==> src/rtl/alarm_pkg.sv <==
// Shared encodings, limits and the snooze-target helper for the alarm clock.
package alarm_pkg;

   typedef enum logic [1:0] {
      MODE_RUN       = 2'd0,
      MODE_SET_TIME  = 2'd1,
      MODE_SET_ALARM = 2'd2
   } mode_e;

   typedef enum logic [1:0] {
      AL_IDLE    = 2'd0,
      AL_RINGING = 2'd1,
      AL_SNOOZE  = 2'd2
   } alarm_e;

   localparam logic [5:0] SEC_MAX = 6'd59;
   localparam logic [5:0] MIN_MAX = 6'd59;
   localparam logic [4:0] HR_MAX  = 5'd23;

   typedef struct packed {
      logic [4:0] hr;
      logic [5:0] min;
   } hm_t;

   // hr:min + n minutes (n <= 59), rolling past 23:59 into the next day.
   function automatic hm_t add_minutes(input logic [4:0] hr, input logic [5:0] min,
                                       input logic [5:0] n);
      hm_t        r;
      logic [6:0] sum;
      sum   = {1'b0, min} + {1'b0, n};
      r.hr  = hr;
      r.min = sum[5:0];
      if (sum > {1'b0, MIN_MAX}) begin
         r.min = 6'(sum - 7'd60);
         r.hr  = (hr == HR_MAX) ? 5'd0 : hr + 5'd1;
      end
      return r;
   endfunction

endpackage

==> src/rtl/hms_counter.sv <==
// Time-of-day counter. Button increments take priority over the 1 Hz tick and
// never carry; sec_clr pins seconds to zero while the time is being edited.
module hms_counter
   import alarm_pkg::*;
(
   input  logic       clock,
   input  logic       reset,
   input  logic       tick_en,
   input  logic       inc_min,
   input  logic       inc_hr,
   input  logic       sec_clr,
   output logic [4:0] hr,
   output logic [5:0] min,
   output logic [5:0] sec
);

   logic [4:0] hr_q,  hr_d;
   logic [5:0] min_q, min_d;
   logic [5:0] sec_q, sec_d;

   // Next time: increments first, else tick with sec->min->hr carry.
   always_comb begin
      hr_d  = hr_q;
      min_d = min_q;
      sec_d = sec_q;
      if (inc_min || inc_hr) begin
         if (inc_min) min_d = (min_q == MIN_MAX) ? 6'd0 : min_q + 6'd1;
         if (inc_hr)  hr_d  = (hr_q  == HR_MAX)  ? 5'd0 : hr_q  + 5'd1;
      end else if (tick_en) begin
         if (sec_q == SEC_MAX) begin
            sec_d = 6'd0;
            if (min_q == MIN_MAX) begin
               min_d = 6'd0;
               hr_d  = (hr_q == HR_MAX) ? 5'd0 : hr_q + 5'd1;
            end else begin
               min_d = min_q + 6'd1;
            end
         end else begin
            sec_d = sec_q + 6'd1;
         end
      end
      if (sec_clr) sec_d = 6'd0;
   end

   // Time registers with synchronous active-low reset.
   always_ff @(posedge clock) begin
      if (!reset) begin
         hr_q  <= 5'd0;
         min_q <= 6'd0;
         sec_q <= 6'd0;
      end else begin
         hr_q  <= hr_d;
         min_q <= min_d;
         sec_q <= sec_d;
      end
   end

   assign hr  = hr_q;
   assign min = min_q;
   assign sec = sec_q;

endmodule

==> src/rtl/alarm_controller.sv <==
// Alarm clock controller: mode FSM, alarm setting, alarm/snooze FSM with ring
// timeout, and display select around the hms_counter time base.
//
//   state      | meaning
//   AL_IDLE    | armed or disarmed, silent
//   AL_RINGING | sounding; ring timer counts down on each tick
//   AL_SNOOZE  | silent until time reaches the latched snooze target at :00
module alarm_controller
   import alarm_pkg::*;
#(
   parameter int SNOOZE_MIN   = 5,
   parameter int RING_MAX_SEC = 60
) (
   input  logic       clock,
   input  logic       reset,
   input  logic       tick_1hz,
   input  logic       btn_mode,
   input  logic       btn_inc_min,
   input  logic       btn_inc_hr,
   input  logic       btn_snooze,
   input  logic       btn_stop,
   input  logic       alarm_en,
   output logic [4:0] time_hr,
   output logic [5:0] time_min,
   output logic [5:0] time_sec,
   output logic [4:0] disp_hr,
   output logic [5:0] disp_min,
   output logic [1:0] mode,
   output logic       play_sound,
   output logic       snooze_active
);

   localparam logic [5:0] SNOOZE_LEN = 6'(SNOOZE_MIN);
   localparam logic [7:0] RING_LOAD  = 8'(RING_MAX_SEC);

   mode_e      mode_q, mode_d;
   alarm_e     al_q, al_d;
   logic [4:0] alarm_hr_q, alarm_hr_d;
   logic [5:0] alarm_min_q, alarm_min_d;
   logic [7:0] ring_tmr_q, ring_tmr_d;
   hm_t        target_q, target_d;
   logic       ticked_q;
   logic       play_q, snooze_q;

   logic       tick_en, cnt_inc_min, cnt_inc_hr, sec_clr;
   logic [4:0] cur_hr;
   logic [5:0] cur_min, cur_sec;
   logic       at_minute, alarm_hit, snooze_hit;

   // Time only runs outside SET_TIME; edits apply only inside it.
   assign tick_en     = tick_1hz && (mode_q != MODE_SET_TIME);
   assign cnt_inc_min = btn_inc_min && (mode_q == MODE_SET_TIME);
   assign cnt_inc_hr  = btn_inc_hr  && (mode_q == MODE_SET_TIME);
   assign sec_clr     = (mode_d == MODE_SET_TIME);

   hms_counter u_hms (
      .clock   (clock),
      .reset   (reset),
      .tick_en (tick_en),
      .inc_min (cnt_inc_min),
      .inc_hr  (cnt_inc_hr),
      .sec_clr (sec_clr),
      .hr      (cur_hr),
      .min     (cur_min),
      .sec     (cur_sec)
   );

   // Matches are only taken the cycle after a tick moved the time onto :00.
   assign at_minute  = ticked_q && (cur_sec == 6'd0);
   assign alarm_hit  = at_minute && (cur_hr == alarm_hr_q) && (cur_min == alarm_min_q);
   assign snooze_hit = at_minute && (cur_hr == target_q.hr) && (cur_min == target_q.min);

   // Mode cycle and alarm-setting edits.
   always_comb begin
      mode_d      = mode_q;
      alarm_hr_d  = alarm_hr_q;
      alarm_min_d = alarm_min_q;
      if (btn_mode) begin
         case (mode_q)
            MODE_RUN:      mode_d = MODE_SET_TIME;
            MODE_SET_TIME: mode_d = MODE_SET_ALARM;
            default:       mode_d = MODE_RUN;
         endcase
      end
      if (mode_q == MODE_SET_ALARM) begin
         if (btn_inc_min) alarm_min_d = (alarm_min_q == MIN_MAX) ? 6'd0 : alarm_min_q + 6'd1;
         if (btn_inc_hr)  alarm_hr_d  = (alarm_hr_q  == HR_MAX)  ? 5'd0 : alarm_hr_q  + 5'd1;
      end
   end

   // Alarm FSM next state; disarm or leaving RUN overrides everything.
   always_comb begin
      al_d       = al_q;
      ring_tmr_d = ring_tmr_q;
      target_d   = target_q;
      if (!alarm_en || (mode_q != MODE_RUN)) begin
         al_d       = AL_IDLE;
         ring_tmr_d = 8'd0;
      end else begin
         case (al_q)
            AL_IDLE: begin
               if (alarm_hit) begin
                  al_d       = AL_RINGING;
                  ring_tmr_d = RING_LOAD;
               end
            end
            AL_RINGING: begin
               if (btn_stop) begin
                  al_d       = AL_IDLE;
                  ring_tmr_d = 8'd0;
               end else if (btn_snooze) begin
                  al_d       = AL_SNOOZE;
                  ring_tmr_d = 8'd0;
                  target_d   = add_minutes(cur_hr, cur_min, SNOOZE_LEN);
               end else if (tick_1hz) begin
                  if (ring_tmr_q <= 8'd1) begin
                     al_d       = AL_IDLE;
                     ring_tmr_d = 8'd0;
                  end else begin
                     ring_tmr_d = ring_tmr_q - 8'd1;
                  end
               end
            end
            AL_SNOOZE: begin
               if (btn_stop) begin
                  al_d = AL_IDLE;
               end else if (snooze_hit) begin
                  al_d       = AL_RINGING;
                  ring_tmr_d = RING_LOAD;
               end
            end
            default: begin
               al_d       = AL_IDLE;
               ring_tmr_d = 8'd0;
            end
         endcase
      end
   end

   // State, alarm setting and registered outputs.
   always_ff @(posedge clock) begin
      if (!reset) begin
         mode_q      <= MODE_RUN;
         al_q        <= AL_IDLE;
         alarm_hr_q  <= 5'd0;
         alarm_min_q <= 6'd0;
         ring_tmr_q  <= 8'd0;
         target_q    <= '0;
         ticked_q    <= 1'b0;
         play_q      <= 1'b0;
         snooze_q    <= 1'b0;
      end else begin
         mode_q      <= mode_d;
         al_q        <= al_d;
         alarm_hr_q  <= alarm_hr_d;
         alarm_min_q <= alarm_min_d;
         ring_tmr_q  <= ring_tmr_d;
         target_q    <= target_d;
         ticked_q    <= tick_en;
         play_q      <= (al_d == AL_RINGING);
         snooze_q    <= (al_d == AL_SNOOZE);
      end
   end

   assign time_hr       = cur_hr;
   assign time_min      = cur_min;
   assign time_sec      = cur_sec;
   assign disp_hr       = (mode_q == MODE_SET_ALARM) ? alarm_hr_q  : cur_hr;
   assign disp_min      = (mode_q == MODE_SET_ALARM) ? alarm_min_q : cur_min;
   assign mode          = mode_q;
   assign play_sound    = play_q;
   assign snooze_active = snooze_q;

endmodule

==> config.mk <==
export PLATFORM = sky130hd
export DESIGN_NAME = alarm_controller
export DESIGN_NICKNAME = d
export VERILOG_FILES = /design/src/rtl/alarm_pkg.sv /design/src/rtl/hms_counter.sv /design/src/rtl/alarm_controller.sv
export SDC_FILE = /design/constraint.sdc
export NUM_CORES = 1
export LEC_CHECK = 0
export BUFFER_PORTS_ARGS = -buffer_cell sky130_fd_sc_hd__buf_2
export CAP_MARGIN = 15
export CELL_PAD_IN_SITES_DETAIL_PLACEMENT = 0
export CELL_PAD_IN_SITES_GLOBAL_PLACEMENT = 1
export CORE_MARGIN = 3
export CORE_UTILIZATION = 32
export CTS_BUF_LIST = sky130_fd_sc_hd__clkbuf_4
export CTS_CLUSTER_DIAMETER = 100
export DETAILED_ROUTE_END_ITERATION = 6
export PLACE_DENSITY_LB_ADDON = 0.1
export SLEW_MARGIN = 40
export SYNTH_ARGS = -nofsm -noshare
export SYNTH_HDL_FRONTEND = slang
export SYNTH_HIERARCHICAL = 1
export SYNTH_SLANG_ARGS = --single-unit
==> constraint.sdc <==
create_clock -name clock -period 2 [get_ports clock]
set_input_delay 0.3 -clock clock [delete_from_list [all_inputs] [get_ports clock]]
set_output_delay 0.3 -clock clock [all_outputs]
set_load 0.05 [all_outputs]
== After elaboration in Yosys (flattened, before gate mapping) ==
Index checks and enable logic that the tools add are counted.
Storage, ports and cells
  flip-flop bits (word level): 54
  input bits: 9
  output and inout bits: 32
  word-level logic and storage cells: 113
Operators by class
  add/sub/neg operators: 8
  $lt $le $gt $ge: 2
  equal/unequal tests: 23
  multiplexer cells: 36
  bitwise gates (word level): 4
  reduce and logical (&&, ||, !) cells: 27
Operators by type and width (count)
  8-bit two-way mux: 7
  6-bit two-way mux: 8
  5-bit two-way mux: 8
  8-bit one-hot mux with 3 select lines: 1
  6-bit by 1-bit adder with 6-bit output (second input constant): 3
  6-bit == test (second input constant): 3
  2-bit two-way mux: 9
  6-bit == test: 2
  4-bit AND reduction: 3
  11-bit two-way mux: 1
  5-bit by 1-bit adder with 5-bit output (second input constant): 2
  5-bit == test: 2
  5-bit == test (second input constant): 2
  2-bit by 1-bit == test with 1-bit output (second input constant): 4
  8-bit by 1-bit less-or-equal comparator with 1-bit output (second input constant): 1
  1-bit logical AND: 8
  2-bit nonzero test: 4
  8-bit by 1-bit subtractor with 8-bit output (second input constant): 1
  6-bit by 3-bit adder with 7-bit output (second input constant): 1
  7-bit by 6-bit > comparator with 1-bit output (second input constant): 1
  2-bit == test (second input constant): 3
  6-bit zero test: 1
  2-bit by 1-bit inequality test with 1-bit output (second input constant): 3
  2-bit inequality test (second input constant): 3
  11 further kinds: 19

== Logic depth before layout (Yosys ltp) ==
  word-level depth: 9
  mapped depth: 10
  depth with buffers taken out: 8

== Hierarchy ==
The synthesis kept the hierarchy.
Modules (own cells, without submodules)
  alarm_controller: instances 1, cells each 315, area each 2509.9 um^2, seq. area each 740.7 um^2
  hms_counter: instances 1, cells each 94, area each 844.6 um^2, seq. area each 340.3 um^2

== Worst setup path before layout ==
No wires, ideal clock.
  path type: flip-flop to output port
  start point: register mode_q[0] (netlist: mode[0])
  end point: output port disp_min[0]
  arrival time: 2254 ps
  required time: 1700 ps
  setup slack: -554 ps
  cell stages (with the launch flop): 5
  buffers on the path: 2
  cells stage by stage: dfxtp_1 -> nor2b_1 -> buf_2 -> clkbuf_1 -> o21ai_0
On the way
  word-level cells in the longest chain between the ends: 2
RTL lines
  start: declaration: RTL line alarm_controller.sv:36  | mode_e mode_q, mode_d;
  start signal: assignment: RTL line alarm_controller.sv:153  | mode_q <= mode_d;
  2-bit == test: RTL line alarm_controller.sv:169  | assign disp_min = (mode_q == MODE_SET_ALARM) ? alarm_min_q : cur_min;
  6-bit two-way mux: RTL line alarm_controller.sv:169
  end: declaration: RTL line alarm_controller.sv:27  | output logic [5:0] disp_min,
Every way passes these cells.

== Final worst setup path ==
  start point: register u_hms.min_q[0] (netlist: u_hms/min[0])
  end point: register target_q[9] (netlist name)
On the way
  word-level cells in the longest chain between the ends: 3
RTL lines
  start: declaration: RTL line hms_counter.sv:18  | logic [5:0] min_q, min_d;
  start signal: assignment: RTL line hms_counter.sv:53  | min_q <= min_d;
  6-bit by 3-bit adder with 7-bit output: RTL line alarm_pkg.sv:30  | sum = {1'b0, min} + {1'b0, n};
  7-bit by 6-bit > comparator with 1-bit output: RTL line alarm_pkg.sv:33  | if (sum > {1'b0, MIN_MAX}) begin
  11-bit two-way mux: RTL line alarm_pkg.sv:33
  end signal: assignment: RTL line alarm_controller.sv:158  | target_q <= target_d;
  end: declaration: RTL line alarm_controller.sv:41  | hm_t target_q, target_d;
Every way passes these cells.
A chain may end at the register's enable or synchronous reset.

==> results.md <==
- Status: finished, final reports clean
- Final Cycle Share: 98.8%
- Via Count: 3145
- TritonRoute pass-1 iters: 4
- Total placed instance area: 4020 um2
- CP required: 2.33 ns
- Yosys cell types: 70
- Register bit count reported by yosys: 54
- Yosys warns: 6
- Chip height: 108 um
- Residual DRC: 0
- Register area share after synthesis: 32.2%
- Number of global-route vias before repair: 3057
- Vias per Instance: 4.98
- Initial core utilization: 33.5%
- Post-route cell area: 4350 um2
- Worst-margin pin slew: 0.337 ns
- TritonCTS clock tree: yes
- IO Pins: 41
- Area Growth Syn to Fin: 29.8%
- Maximum clock rate: 0.506 GHz
- Initial antenna violation count: 0
- GRT Total Usage: 16.3%
- Hpwl dp: 6840 um
- WL final: 9050 um
- # clock sinks: 54
- Endpoints failing setup: 0
- Crit path top cell by count: buf_4
- Worst Path Arrival: 2.30 ns
- CP delay by family, top: compound AO/OA/AOI/OAI gates
- 1st-iter DRT viols: 161
- Clock skew: 0.0160 ns
- CP Buf/Inv Count: 3
- First-pass GRT wire length: 15200 um
- Reg clk slew, reported paths: 0.17 ns
- CTS Buffer Depth: 2
- Mapped Cells: 409
- Dpl ws: -0.0683 ns
- Core Region: 10000 um2
- Syn_nets: 430
- Total power: 2070 uW
- CP endpoint kind: flip-flop
- Final setup margin: 0.0236 ns
- Layout cells sized above 1: 34.3%
- CP max stage cell: dfxtp_4
- Placer Congestion: 0.787
- Leakage: 0.00178 uW
- Nets: 519
- Max VDD drop: 0.000317 V
- GR Util met1: 21.3%
- DIE AREA: 11700 um2
- Post-synthesis instance area: 3350 um2
- Setup repair after global routing missed its margin: yes
- CP max FO: 6
- Diodes inserted: 0
- Asr flop ratio synth: 0%
- Max-Slew Margin vs Limit: 77.5%
- Busiest grt layer: met2
- Root Buffer: clkbuf_4
- Int Power: 1490 uW
- GRT met3 Usage: 3.34%
- Worst Hold Class: in2reg
- Pwr dens: 476 nW/um2
- Max cap viols: 0
- ANT nets after route: 0
- Avg Cell Area, Syn: 8.20 um2
- CTS H-Tree Depth: 2
- Post-synth EDFFs: 0
- Cts bufs inserted: 5
- Chip width: 108 um
- Clock Latency Late Sink: 0.40 ns
- Switching Share: 28.1%
- Pin count of the biggest net entering global routing: 24
- FP Rows: 36
- Startpoint Class: flip-flop
- Final hold vios: 0
- Crit path cell chain: ha_4 -> xnor2_2 -> buf_4 -> nor2_2 -> o21ai_2 -> o311ai_2 -> buf_4 -> buf_4 -> a2111o_1 -> a31oi_1
- Kind of critical path: reg2reg
- Critical path's largest stage delay: 0.40 ns
- Period minus WS final: 1.98 ns
- WL per Instance: 14.3 um
- Grt ovf: 0
- Switching pwr: 582 uW
- Global Route met2 Usage: 27.4%
- Port Buffer Count: 40
- Worst hold slack: 0.116 ns
- Max Slew Vio Count: 0
- Cts hold-fix bufs: 0
- Comb pwr share: 16.2%
- Top FF cell, synth: dfxtp_1
- Clk network pwr share: 30.3%
- Sequential group share of total power: 53.6%
## cells in the final DEF (no fill, tap or decap), types with 3 or more instances in the layout
cell type,synthesis,layout
nand2_1,61,60
buf_4,2,60
dfxtp_1,54,38
buf_2,4,32
nor2_1,30,29
xnor2_1,29,25
o21ai_0,24,22
a21oi_1,21,20
nand3_1,18,18
inv_1,12,12
clkbuf_4,0,11
dfxtp_2,0,11
or4_1,10,9
ha_1,12,8
nor2b_1,9,7
xor2_1,8,7
nor3_1,8,7
nand4_1,7,7
mux2i_1,7,7
xnor2_2,1,5
o31a_1,5,5
dfxtp_4,0,5
and2_1,5,4
a31oi_1,4,4
o21ai_2,2,3
a21boi_0,3,3
nor2_2,2,3
or3_2,3,3
buf_6,8,3
## layer usage
metal	share of wire, %	vias up
met5	0	-
met4	1.1	0
met1	48	1472
met2	48	37
li1	-	1626
met3	3.4	10
## layout make-up
cell class / instances / area [um2]
clock buffer: 5 / 37.5
clock inverter: 3 / 40.0
tap: 133 / 166
timing repair buffer: 103 / 729
sequential: 54 / 1110
fill: 1043 / 5650
multi-input combinational: 322 / 2220
inverter: 12 / 45.0
## worst reg2reg max path: stages, from the launching register on
cell      delay [ns]
dfxtp_4         0.40
ha_4            0.18
xnor2_2         0.18
buf_4           0.14
nor2_2          0.04
o21ai_2         0.14
o311ai_2        0.11
buf_4           0.17
buf_4           0.13
a2111o_1        0.28
a31oi_1         0.15
## cells in the mapped netlist (all sizes together) (3+ instances only)
library cell | number | area (um2)
nor2b | 9 | 56.3
dfxtp | 54 | 1080
nand4 | 7 | 43.8
xor2 | 9 | 86.3
and3 | 3 | 20.0
ha | 12 | 150
nand3 | 19 | 100
and2 | 5 | 31.3
nor3 | 8 | 40.0
or4b | 3 | 30.0
or3 | 4 | 28.8
mux2i | 7 | 70.1
buf | 16 | 133
a21oi | 22 | 114
a31oi | 4 | 25.0
clkbuf | 5 | 18.8
a211o | 3 | 27.5
o21ai | 27 | 143
a41oi | 3 | 45.1
nor2 | 32 | 125
nand2 | 62 | 235
xnor2 | 30 | 270
a21boi | 3 | 22.5
inv | 12 | 45.0
or4 | 10 | 75.1
o31a | 5 | 43.8
## path summary, 6_finish.rpt
| kind | slack (ns) | from | cells past startpoint | end |
|---|---|---|---|---|
| setup / recovery | 0.02 | u_hms/min[0] | 10 | target_q[9] |
| hold / removal | 0.12 | btn_stop | 2 | al_q[1] |
| setup reg to reg | 0.02 | u_hms/min[0] | 10 | target_q[9] |
| hold reg to reg | 0.50 | target_q[4] | 2 | target_q[4] |
## per-stage QoR
step           cells  setup TNS [ns]  util (%)
2_1_floorplan    409          -0.697         -
3_3_place_gp     614         -0.0619      40.2
3_5_place_dp     614         -0.0807      40.2
4_1_cts          622               0      41.3
5_1_grt          632          -0.726      43.5
6_report         632               0      43.5
## sequential cells by signal (all words and copies together) (netlist names), 2 cells and up
name and count:
al_q 2, alarm_hr_q 5, alarm_min_q 6, mode 2
ring_tmr_q 8, target_q 11, u_hms/hr 5, u_hms/min 6
u_hms/sec 6
## cell families (layout without fill, tap and decap cells)
group	count (synthesis)	in the layout	share of synthesized area (%)
simple gates	178	178	27.3
compound gates	86	86	17.5
flops	54	54	32.2
xor+xnor	39	39	10.6
buf+inv	33	123	5.86
fa+ha+maj	12	12	4.48
mux	7	7	2.09
## power by group through the flow
stage	sequential, uW	clock (uW)	combinational (uW)
floorplan	1170	0	158
global placement	1130	0	300
detailed placement	1130	0	299
CTS	1110	665	305
global route	1110	706	370
finish	1110	627	335
## what timing repair did
action,in CTS,in global routing
gates cloned,0,0
endpoints found under the hold margin,0,0
pin swaps,2,21
resized for setup,7,37
buffers inserted,0,10
endpoints found under the setup margin,13,38
No activity file was read; power rests on OpenSTA's default activity.
